===== config.mk =====
export PLATFORM = sky130hd
export DESIGN_NAME = tcb_arb_rr
export DESIGN_NICKNAME = d
export VERILOG_FILES = /design/src/rtl/tcb_arb_rr.sv
export SDC_FILE = /design/constraint.sdc
export NUM_CORES = 1
export LEC_CHECK = 0
export CAP_MARGIN = 0
export CORE_AREA = 2 2 120 122
export CTS_BUF_LIST = sky130_fd_sc_hd__clkbuf_8
export CTS_CLUSTER_DIAMETER = 30
export DETAILED_ROUTE_END_ITERATION = 10
export DIE_AREA = 0 0 122 124
export HOLD_SLACK_MARGIN = 0.12
export MAX_ROUTING_LAYER = met4
export SLEW_MARGIN = 20
export SYNTH_ARGS = -nofsm -noshare
export SYNTH_HDL_FRONTEND = slang
export SYNTH_SLANG_ARGS = --single-unit

===== constraint.sdc =====
create_clock -name clk -period 1.7 [get_ports clk]
set_clock_uncertainty 0.2 [all_clocks]
set_input_delay 0.34 -clock clk [delete_from_list [all_inputs] [get_ports clk]]
set_output_delay 0.34 -clock clk [all_outputs]
set_load 0.01 [all_outputs]

===== src/rtl/tcb_arb_rr.sv =====
// Arbiter that lets MAN_N TCB managers share one subordinate, with the response routed back after DLY cycles.
// Define TCB_ARB_RR_EN to get round-robin priority; otherwise the lowest-index manager wins.
module tcb_arb_rr #(
  parameter int unsigned MAN_N = 2,
  parameter int unsigned ADR   = 32,
  parameter int unsigned DAT   = 32,
  parameter int unsigned DLY   = 1
) (
  input  logic                 clk,
  input  logic                 rst,
  input  logic [MAN_N-1:0]     sub_vld,
  input  logic [MAN_N-1:0]     sub_wen,
  input  logic [MAN_N*ADR-1:0] sub_adr,
  input  logic [MAN_N*3-1:0]   sub_fn3,
  input  logic [MAN_N*DAT-1:0] sub_wdt,
  output logic [MAN_N*DAT-1:0] sub_rdt,
  output logic [MAN_N-1:0]     sub_err,
  output logic [MAN_N-1:0]     sub_rdy,
  output logic                 man_vld,
  output logic                 man_wen,
  output logic [ADR-1:0]       man_adr,
  output logic [2:0]           man_fn3,
  output logic [DAT-1:0]       man_wdt,
  input  logic [DAT-1:0]       man_rdt,
  input  logic                 man_err,
  input  logic                 man_rdy
);

  localparam int unsigned IW = (MAN_N > 1) ? $clog2(MAN_N) : 1;

  typedef enum logic {IDLE, HOLD} state_t;

  state_t        state_q;
  logic [IW-1:0] grant_q;
  logic [IW-1:0] sel;
  logic          selFound;
  logic [IW-1:0] grant;
  logic          xfer;

  logic          rspVld_q [DLY];
  logic [IW-1:0] rspIdx_q [DLY];

`ifdef TCB_ARB_RR_EN
  logic [IW-1:0] ptr_q;
  logic [IW:0]   rrIdx;

  // Scan managers starting at ptr_q, wrapping past the top index back to 0.
  always_comb begin
    sel      = '0;
    selFound = 1'b0;
    rrIdx    = '0;
    for (int k = 0; k < int'(MAN_N); k++) begin
      rrIdx = {1'b0, ptr_q} + (IW+1)'(k);
      if (rrIdx >= (IW+1)'(MAN_N)) rrIdx = rrIdx - (IW+1)'(MAN_N);
      if (!selFound && sub_vld[rrIdx[IW-1:0]]) begin
        sel      = rrIdx[IW-1:0];
        selFound = 1'b1;
      end
    end
  end
`else
  always_comb begin
    sel      = '0;
    selFound = 1'b0;
    for (int k = 0; k < int'(MAN_N); k++) begin
      if (!selFound && sub_vld[k]) begin
        sel      = IW'(k);
        selFound = 1'b1;
      end
    end
  end
`endif

  // A stalled request keeps its grant until it completes, whatever the others do.
  assign grant   = (state_q == HOLD) ? grant_q : sel;
  assign man_vld = sub_vld[grant];
  assign xfer    = man_vld & man_rdy;

  always_comb begin
    man_wen = 1'b0;
    man_adr = '0;
    man_fn3 = '0;
    man_wdt = '0;
    sub_rdy = '0;
    for (int i = 0; i < int'(MAN_N); i++) begin
      if (man_vld && grant == IW'(i)) begin
        man_wen    = sub_wen[i];
        man_adr    = sub_adr[i*ADR +: ADR];
        man_fn3    = sub_fn3[i*3 +: 3];
        man_wdt    = sub_wdt[i*DAT +: DAT];
        sub_rdy[i] = rst & man_rdy;
      end
    end
  end

  always_ff @(posedge clk or negedge rst) begin
    if (!rst) begin
      state_q <= IDLE;
      grant_q <= '0;
    end else begin
      case (state_q)
        IDLE: begin
          if (man_vld && !man_rdy) begin
            state_q <= HOLD;
            grant_q <= sel;
          end
        end
        HOLD: begin
          if (xfer) state_q <= IDLE;
        end
        default: state_q <= IDLE;
      endcase
    end
  end

`ifdef TCB_ARB_RR_EN
  always_ff @(posedge clk or negedge rst) begin
    if (!rst) begin
      ptr_q <= '0;
    end else if (xfer) begin
      if (grant == IW'(MAN_N - 1)) ptr_q <= '0;
      else                         ptr_q <= grant + 1'b1;
    end
  end
`endif

  // Each transfer's owner travels DLY stages so the response reaches the right manager.
  always_ff @(posedge clk or negedge rst) begin
    if (!rst) begin
      for (int s = 0; s < int'(DLY); s++) begin
        rspVld_q[s] <= 1'b0;
        rspIdx_q[s] <= '0;
      end
    end else begin
      rspVld_q[0] <= xfer;
      rspIdx_q[0] <= grant;
      for (int s = 1; s < int'(DLY); s++) begin
        rspVld_q[s] <= rspVld_q[s-1];
        rspIdx_q[s] <= rspIdx_q[s-1];
      end
    end
  end

  always_comb begin
    sub_rdt = '0;
    sub_err = '0;
    for (int i = 0; i < int'(MAN_N); i++) begin
      if (rspVld_q[DLY-1] && rspIdx_q[DLY-1] == IW'(i)) begin
        sub_rdt[i*DAT +: DAT] = man_rdt;
        sub_err[i]            = man_err;
      end
    end
  end

endmodule

==> impl_results.md <==
* RSZ-0062 raised after global routing: yes
* Die area at 0.0151 mm^2
* CP max FO at 7
* Worst setup SP type: flip-flop
* Chip height at 124 um
* Starting DRC count in detailed routing at 82
* Avg WL per Cell at 19.9 um
* Static leakage at 2.70 nW
* Pre-CTS WS at -1090 ps
* Fin crit share at 134%
* Synth Area per Inst at 7.38 um^2
* Status: finished, violations left
* Switch share at 36.4%
* Worst-Margin Slew at 283 ps
* Nets at 731
* Psw at 0.00126 W
* Distinct cells, synth at 21
* Most used DFF post-synth: dfrtp_1
* WP data required at 1160 ps
* Largest net degree at the start of global routing at 39
* Tot Pwr at 0.00346 W
* Part of the power in registers at 4.0%
* R2R Setup Slk at 300 ps
* Synth top area share at 44.1%
* Initial Utilization at 9.84%
* Tmin final at 2280 ps
* Max Slew Vio Count at 0
* WL final at 14600 um
* Setup Viol. Count Final at 136
* Cell Count, Final, Fillers Out at 735
* CTS H-tree lvls at 1
* Reg-to-Reg End: rspVld_q
* Total vias in the final route at 3163
* Kind of critical path: flip-flop to output pin
* Post-Syn Area at 0.00135 mm^2
* Clock sinks at 4
* GRT overflow at 0
* Vias per cell at 4.30
* R2R depth at 6
* Max-cap check violation count at 0
* Worst VDD drop at 0.213 mV
* Die X at 122 um
* Pint at 0.00220 W
* Area leader, netlist: a22o_1
* Post-DP HPWL at 8830 um
* Final hold vios at 0
* Most common cell after layout, fill and taps aside: clkdlybuf4s50_1
* Area Growth Syn to Fin at 334%
* DRC Markers at 0
* Worst skew pair latency at 210 ps
* Synthesized flop and latch total at 4
* RD Place Congestion at 0.771
* Cell count after synthesis at 183
* CTS max path bufs at 2
* Layout cells sized above 1 at 53.3%
* Sequential element share of the synthesized area at 7.41%
* Commonest non-fill, non-tap cells in the layout: 170 x clkdlybuf4s50_1, 109 x buf_6, 69 x buf_2, 68 x a22o_1, 35 x and3_4
* Drt first pass iters at 4
* Vias in the first global route at 3147
* Comb pwr share at 90.4%
* Hold_ws at 370 ps
* Cell row count at 43
* Synth area leaders: a22o_1 44%, and3_1 16%, and2_1 16%
* CP arrival at 1740 ps
* Yosys warns at 0
* Failing checks: setup timing
* Num ports at 311
* Core ar. at 0.0137 mm^2
* PD cells at 590 mW/mm^2
* Worst hold path type: input port to asynchronous set/reset pin
* Root Buffer: clkbuf_8
* Ant diodes at 0
* Layout fillers at 1343
* Num CTS Buffers at 3
* Net Count, Synth at 357
* Reg area at 101 um^2
* Slack of the critical path at -583 ps
* Post-synth EDFFs at 0
* Detail Route Antenna Nets at 0
* Synth async-reset ratio at 100%
* GRT Total Usage at 16.3%
* Area occupied by multi-input gates at 0.00141 mm^2
* Clk pwr share at 5.7%
* CP endpoint kind: output pin
* # port buffers at 310
* First-pass GRT wire length at 17900 um
* Initial antenna violation count at 0
* Hold_buf cts at 0
* Fmax at 438 MHz
* CTS tree: built
* CTS clk-pin slew, worst paths at 30 ps
* Setup TNS Final at -48330 ps
* Post-placement cell count at 664
* Max transition margin at 81.1%
[through the flow]
step	util, %	instance area [um^2]
6_report	42.7	5850
2_1_floorplan	-	1370
4_1_cts	39.6	5430
5_1_grt	42.7	5850
3_5_place_dp	34.5	4730
3_3_place_gp	34.5	4730
[routing by layer]
layer	part of all wire [%]	GRT usage (%)
met1	37	18.1
met2	53	30.2
met4	2.0	3.95
met3	8.0	3.16
met5	0	-
[worst max-delay path, cell delays in order, from the launching register on]
cell	delay [ps]
dfrtp_1	390
or2_4	250
a21oi_4	150
buf_6	130
buf_6	100
buf_6	120
buf_16	120
a22o_1	140
buf_2	130
[logic make-up after synthesis]
group                  count (synthesis)  share of synthesized area, %
DFF                                    4                          7.41
and+or+nand+nor                       79                          35.8
buffers and inverters                 25                          9.45
AOI/OAI and AO/OA                     74                          46.6
muxes                                  1                         0.741
[layout make-up]
class | instances | share of cell area [%]
Clock buffer | 3 | 0.705
Inverter | 1 | 0.0641
Multi-Input combinational cell | 154 | 24.0
Sequential cell | 4 | 1.73
Tap cell | 180 | 3.85
Timing Repair Buffer | 393 | 69.6
[synthesized netlist by cell type (2+ instances only)]
library cell  number
buf_2              5
and2_1            34
dfrtp_1            4
a21oi_1            3
nor2_1             4
and3_1            35
a22o_1            68
clkbuf_1          14
buf_6              3
o21ai_0            2
[worst max path at each step]
stage / from / endpoint / slack [ps] / cells past startpoint
after floorplan: flip-flop / man_wdt[21] / -110 / 5
after global placement: sub_vld[0] / man_adr[0] / -1110 / 6
after detailed placement: sub_vld[0] / man_adr[0] / -1090 / 6
after CTS: flip-flop / man_wdt[30] / -660 / 9
after global routing: flip-flop / man_fn3[0] / -650 / 8
final: flip-flop / man_adr[13] / -580 / 8
[timing repair]
action,in CTS,in global routing
pin swaps,32,35
cloned,20,6
resized for setup,688,104
setup buffers,45,15
endpoints found under the setup margin,137,137
[power groups by stage]
| stage | Sequential, W | Clock [W] | Combinational [W] |
|---|---|---|---|
| after detailed placement | 0.000129 | 0 | 0.00214 |
| after global routing | 0.000139 | 0.000212 | 0.00329 |
| after CTS | 0.000140 | 0.000204 | 0.00293 |
| after floorplan | 0.000136 | 0 | 0.000797 |
| after global placement | 0.000129 | 0 | 0.00213 |
| final | 0.000137 | 0.000196 | 0.00312 |
(Power assumes the default switching activity.)
